### src/rtl/branch_resolve_unit.sv
// Branch resolve unit: checks EXE-stage outcomes against IF predictions and redirects fetch on a mispredict.
// Latency: the training record (BR_*) appears one cycle after resolve. The redirect appears at R+1 at the earliest.
// Backpressure: the redirect is held until Redirect_Ready. Branches resolved while a redirect is pending are ignored.
module branch_resolve_unit #(
  parameter int CNT_W  = 32,
  parameter int HIST_W = 3
) (
  input  logic              clk,
  input  logic              rst,
  input  logic              EXE_Wr,
  input  logic              EXE_Valid,
  input  logic [31:0]       EXE_PC,
  input  logic [1:0]        EXE_BType,
  input  logic              EXE_Taken,
  input  logic [31:0]       EXE_Target,
  input  logic              P_Valid,
  input  logic              P_Hit,
  input  logic              P_Taken,
  input  logic [31:0]       P_Target,
  input  logic [1:0]        P_Count,
  input  logic [HIST_W-1:0] P_History,
  input  logic              DS_InPipe,
  input  logic              Redirect_Ready,
  output logic              BR_Valid,
  output logic [31:0]       BR_PC,
  output logic [31:0]       BR_Target,
  output logic [1:0]        BR_Type,
  output logic [1:0]        BR_Count,
  output logic              BR_Hit,
  output logic              BR_IsTaken,
  output logic [HIST_W-1:0] BR_History,
  output logic              Redirect_Valid,
  output logic [31:0]       Redirect_PC,
  output logic              Flush_Front,
  output logic [CNT_W-1:0]  Cnt_Branch,
  output logic [CNT_W-1:0]  Cnt_Mispred
);

  // Branch type encoding shared with the predictor
  localparam logic [1:0] BIsNone = 2'd0;
  localparam logic [1:0] BIsImme = 2'd1;
  localparam logic [1:0] BIsCall = 2'd2;
  localparam logic [1:0] BIsRetn = 2'd3;

  localparam logic [CNT_W-1:0] CNT_ONE = {{(CNT_W-1){1'b0}}, 1'b1};

  typedef enum logic [1:0] {
    IDLE     = 2'd0,
    WAIT_DS  = 2'd1,
    REDIRECT = 2'd2
  } state_t;

  state_t              state_q;
  logic                br_valid_q;
  logic [31:0]         br_pc_q;
  logic [31:0]         br_target_q;
  logic [1:0]          br_type_q;
  logic [1:0]          br_count_q;
  logic                br_hit_q;
  logic                br_taken_q;
  logic [HIST_W-1:0]   br_hist_q;
  logic                redirect_valid_q;
  logic [31:0]         redirect_pc_q;
  logic [CNT_W-1:0]    cnt_branch_q;
  logic [CNT_W-1:0]    cnt_mispred_q;

  logic                resolve_d;
  logic                mispred_d;
  logic [31:0]         corr_pc_d;
  logic                unused_types;

  // Only a real, advancing branch on the correct path (FSM idle) is resolved
  always_comb begin
    resolve_d = EXE_Wr & EXE_Valid & (EXE_BType != BIsNone) & (state_q == IDLE);
    mispred_d = resolve_d & ((P_Taken != EXE_Taken)
                             | (EXE_Taken & (P_Target != EXE_Target))
                             | (~P_Valid & EXE_Taken));
    corr_pc_d = EXE_Taken ? EXE_Target : (EXE_PC + 32'd8);
  end

  // The other type codes are listed for readability and are not otherwise used
  assign unused_types = (BIsImme != BIsCall) & (BIsRetn != BIsNone);

  // Training record: one-cycle pulse with fields, all zero when idle
  always_ff @(posedge clk) begin
    if (rst || !resolve_d) begin
      br_valid_q  <= 1'b0;
      br_pc_q     <= '0;
      br_target_q <= '0;
      br_type_q   <= '0;
      br_count_q  <= '0;
      br_hit_q    <= 1'b0;
      br_taken_q  <= 1'b0;
      br_hist_q   <= '0;
    end else begin
      br_valid_q  <= 1'b1;
      br_pc_q     <= EXE_PC;
      br_target_q <= EXE_Target;
      br_type_q   <= EXE_BType;
      br_count_q  <= P_Count;
      br_hit_q    <= P_Hit;
      br_taken_q  <= EXE_Taken;
      br_hist_q   <= P_History;
    end
  end

  // Redirect FSM: wait for the delay slot to reach ID, then hold the redirect until accepted
  always_ff @(posedge clk) begin
    if (rst) begin
      state_q          <= IDLE;
      redirect_valid_q <= 1'b0;
      redirect_pc_q    <= '0;
    end else begin
      case (state_q)
        IDLE: begin
          if (mispred_d) begin
            redirect_pc_q <= corr_pc_d;
            if (DS_InPipe) begin
              state_q          <= REDIRECT;
              redirect_valid_q <= 1'b1;
            end else begin
              state_q          <= WAIT_DS;
            end
          end
        end
        WAIT_DS: begin
          if (DS_InPipe) begin
            state_q          <= REDIRECT;
            redirect_valid_q <= 1'b1;
          end
        end
        REDIRECT: begin
          if (Redirect_Ready) begin
            state_q          <= IDLE;
            redirect_valid_q <= 1'b0;
          end
        end
        default: begin
          state_q          <= IDLE;
          redirect_valid_q <= 1'b0;
        end
      endcase
    end
  end

  // Performance counters, wrapping naturally at 2^CNT_W
  always_ff @(posedge clk) begin
    if (rst) begin
      cnt_branch_q  <= '0;
      cnt_mispred_q <= '0;
    end else begin
      if (resolve_d) cnt_branch_q  <= cnt_branch_q + CNT_ONE;
      if (mispred_d) cnt_mispred_q <= cnt_mispred_q + CNT_ONE;
    end
  end

  assign BR_Valid       = br_valid_q;
  assign BR_PC          = br_pc_q;
  assign BR_Target      = br_target_q;
  assign BR_Type        = br_type_q;
  assign BR_Count       = br_count_q;
  assign BR_Hit         = br_hit_q;
  assign BR_IsTaken     = br_taken_q;
  assign BR_History     = br_hist_q;
  assign Redirect_Valid = redirect_valid_q;
  assign Redirect_PC    = redirect_pc_q;
  assign Flush_Front    = redirect_valid_q & Redirect_Ready;
  assign Cnt_Branch     = cnt_branch_q;
  assign Cnt_Mispred    = cnt_mispred_q;

endmodule

### config.mk
export PLATFORM = sky130hd
export DESIGN_NAME = branch_resolve_unit
export DESIGN_NICKNAME = d
export VERILOG_FILES = /design/src/rtl/branch_resolve_unit.sv
export SDC_FILE = /design/constraint.sdc
export NUM_CORES = 1
export LEC_CHECK = 0
export CAP_MARGIN = 20
export CORE_MARGIN = 2
export CORE_UTILIZATION = 25
export DETAILED_ROUTE_END_ITERATION = 12
export SYNTH_ARGS = -nofsm -noshare
export SYNTH_HDL_FRONTEND = slang
export SYNTH_SLANG_ARGS = --single-unit
### constraint.sdc
create_clock -name clk -period 2.1 [get_ports clk]
set_input_delay 0.21 -clock clk [delete_from_list [all_inputs] [get_ports clk]]
set_output_delay 0.21 -clock clk [all_outputs]
set_load 0.02 [all_outputs]
==> impl_metrics.sql <==
INSERT INTO impl_metrics (metric_group, metric, value, unit) VALUES
('status', 'outcome', 'complete, no violations', ''),
('drt', 'routed_wire_length_per_instance', '18.2', 'µm'),
('layout', 'mostFrequentLayoutCell', 'sky130_fd_sc_hd__clkdlybuf4s50_1', ''),
('yosys', 'synthDistinctLibCells', '58', ''),
('hold_path', 'hp-class', 'in -> reg', ''),
('yosys', 'edff_count_synth', '0', ''),
('clocking', 'root_buffer', 'sky130_fd_sc_hd__clkbuf_16', ''),
('setup_path', 'path_cells', 'clkdlybuf4s50_1, xnor2_1, buf_4, nand4_1, nor4_4, buf_4, and3_4, buf_6, buf_4, nor4_1, a31o_2', ''),
('floorplanning', 'start_util', '0.254', ''),
('drt', 'route.antenna.remaining_nets', '0', ''),
('drt', 'finalWirelength', '30.3', 'mm'),
('yosys', 'synth.top_cells.by_area', 'sky130_fd_sc_hd__dfxtp_1, sky130_fd_sc_hd__xnor2_1, sky130_fd_sc_hd__and2_1', ''),
('sta', 'finalCriticalPeriod', '2040', 'ps'),
('floorplanning', 'dieHeight', '181', 'µm'),
('yosys', 'async_reset_ff_frac', '0', ''),
('clocking', 'cts-htree-levels', '4', ''),
('layout', 'mostFrequentLayoutCells', 'sky130_fd_sc_hd__clkdlybuf4s50_1, sky130_fd_sc_hd__dfxtp_1, sky130_fd_sc_hd__buf_4', ''),
('pwr', 'p_comb_frac', '0.147', ''),
('yosys', 'dominantRegCellSynth', 'sky130_fd_sc_hd__dfxtp_1', ''),
('layout', 'antenna_cells_inserted', '0', ''),
('grt', 'track_usage', '0.180', ''),
('run', 'drv.max_cap_violation_count', '0', ''),
('yosys', 'postSynthNetCount', '956', ''),
('sta', 'timing.slew.headroom', '0.676', ''),
('pwr', 'swShare', '0.262', ''),
('clocking', 'clockBufferDepth', '2', ''),
('layout', 'total_non_filler_cell_area_in_the_finished_layout', '12900', 'µm²'),
('sta', 'max_freq', '490', 'MHz'),
('sta', 'report.final.hold_viol_count', '0', ''),
('sta', 'finalSetupViolCount', '0', ''),
('clocking', 'clkSlewWorstSetupHoldPaths', '70', 'ps'),
('yosys', 'synth_largest_type_area_fraction', '0.444', ''),
('setup_path', 'timing_worst_setup_path_type', 'in -> reg', ''),
('setup_path', 'critical_path.max_stage_delay', '500', 'ps'),
('sta', 'timing_worst_slew_pin_value', '481', 'ps'),
('setup_path', 'master_of_the_slowest_instance_on_the_critical_path', 'sky130_fd_sc_hd__clkdlybuf4s50_1', ''),
('place', 'post_dp_cell_area', '12200', 'µm²'),
('layout', 'register_area', '3460', 'µm²'),
('layout', 'flow.area_growth_from_synthesis', '65.4', '%'),
('clocking', 'cts_hold_buffers', '0', ''),
('drt', 'drc_errors', '0', ''),
('pwr', 'vdd.ir_drop.worst', '0.497', 'mV'),
('pwr', 'pwr-share-clk', '0.420', ''),
('yosys', 'synth_seq_area_share', '0.444', ''),
('pwr', 'fraction_of_power_consumed_by_sequential_logic', '0.433', ''),
('yosys', 'post_synth_mux_area_share', '0.0180', ''),
('pwr', 'p_int', '5.77', 'mW'),
('place', 'gp_congestion', '0.833', ''),
('yosys', 'synthCells', '840', ''),
('drt', 'drt_iter0_markers', '468', ''),
('setup_path', 'crit_path_start_kind', 'input port', ''),
('setup_path', 'arrival', '2380', 'ps'),
('yosys', 'synth_simple_gate_area_share', '0.255', ''),
('yosys', 'syn_area_per_cell', '9.28', 'µm²'),
('sta', 'timing_max_transition_violations_final', '0', ''),
('sta', 'unrepaired_setup_endpoints_after_global_routing', 'no', ''),
('yosys', 'flip_flop_and_latch_count_after_synthesis', '173', ''),
('place', 'dp_wirelength', '22.9', 'mm'),
('pwr', 'power_spent_charging_and_discharging_nets', '2.05', 'mW'),
('grt', 'largest_net_degree_at_the_start_of_global_routing', '60', ''),
('drt', 'dr_total_vias', '7989', ''),
('setup_path', 'end_kind', 'register', ''),
('pwr', 'pwr_dens', '606', 'nW/µm²'),
('yosys', 'synthXorXnorAreaFrac', '0.0944', ''),
('sta', 'timing.final.crit_share', '0.971', ''),
('clocking', 'clock_tree_from_tritoncts', 'done', ''),
('hold_path', 'timing.hold.worst_path_depth', '2', ''),
('grt', 'antenna_found_initial', '0', ''),
('setup_path', 'cp_data_required_time', '2440', 'ps'),
('setup_path', 'path_common_cell', 'sky130_fd_sc_hd__buf_4', ''),
('layout', 'nets', '1370', '');
[power by group through the flow]
stage / clock network [mW] / registers, mW / logic [mW]
2_1_floorplan: 0 / 3.54 / 0.315
3_3_place_gp: 0 / 3.46 / 1.14
3_5_place_dp: 0 / 3.46 / 1.14
4_1_cts: 3.38 / 3.38 / 1.14
5_1_grt: 3.49 / 3.39 / 1.22
6_report: 3.29 / 3.38 / 1.15
[worst paths after layout]
path                          startpoint                           end  slack, ps
max                        EXE_Target[4]   Redirect_PC[9]$_SDFFE_PP0P_         60
min                                  rst  Redirect_PC[16]$_SDFFE_PP0P_        150
max reg2reg      state_q[0]$_SDFFE_PP0P_  Cnt_Mispred[30]$_SDFFE_PP0P_        150
min reg2reg  Redirect_PC[8]$_SDFFE_PP0P_   Redirect_PC[8]$_SDFFE_PP0P_        480
[stage by stage]
stage	setup slack (ps)	setup TNS [ps]	utilization	power [mW]
2_1_floorplan	164	0	-	3.85
3_3_place_gp	-601	-36010	0.397	4.59
3_5_place_dp	-549	-34020	0.397	4.59
4_1_cts	4.42	0	0.417	7.91
5_1_grt	19.4	0	0.421	8.10
6_report	61.0	0	0.421	7.82
[synth_stat cells, drive strengths merged, types with 13 or more instances]
cell,instances
dfxtp,173
nand3,42
buf,22
and3,29
nor4,17
nand4,33
xnor2,53
clkbuf,34
and4,13
and2,65
xor2,31
o21ai,26
mux2i,14
a21oi,54
nor3,16
nand2,33
o31ai,26
or4,22
nor2,42
[worst max-delay path: cells and delay by family]
kind / cells / cell delay (ps)
AO/OA/AOI/OAI: 1 / 220
XOR/XNOR: 1 / 130
buffers and inverters: 5 / 1070
AND/OR/NAND/NOR: 4 / 760
[state kept, by name (all words and copies together) (netlist names)]
name and flops:
state_q 2, Cnt_Branch 32, BR_Count 2, BR_History 3, Cnt_Mispred 32, BR_Valid 1
BR_Hit 1, BR_PC 32, BR_IsTaken 1, Redirect_Valid 1, BR_Type 2, BR_Target 32
Redirect_PC 32
[what timing repair did]
| action | 4_1_cts | 5_1_grt |
|---|---|---|
| pin swaps | 1 | 6 |
| setup endpoints to repair | 58 | 58 |
| setup buffers | 0 | 2 |
| resized for setup | 1 | 16 |
| cloned | 0 | 1 |
[kinds of logic (layout without fill, tap and decap cells)]
family          Yosys count  in the layout
compound gates          164            164
xor+xnor                 84             84
fa+ha+maj                 3              3
buf+inv                  65            492
flops                   173            173
mux                      14             14
simple gates            337            337
[metal layers]
| metal | track usage | wire length, µm |
|---|---|---|
| met5 | 0 | 0 |
| met2 | 0.301 | 14300 |
| met1 | 0.224 | 13200 |
| met3 | 0.0564 | 2350 |
| met4 | 0.0526 | 532 |
[area by class of cell]
| cell class | count | area share |
|---|---|---|
| Timing Repair Buffer | 451 | 0.328 |
| Clock buffer | 19 | 0.0343 |
| Clock inverter | 13 | 0.0118 |
| Multi-Input combinational cell | 602 | 0.316 |
| Tap cell | 396 | 0.0384 |
| Inverter | 9 | 0.00262 |
| Sequential cell | 173 | 0.269 |
No activity file was read; power rests on OpenSTA's default activity.
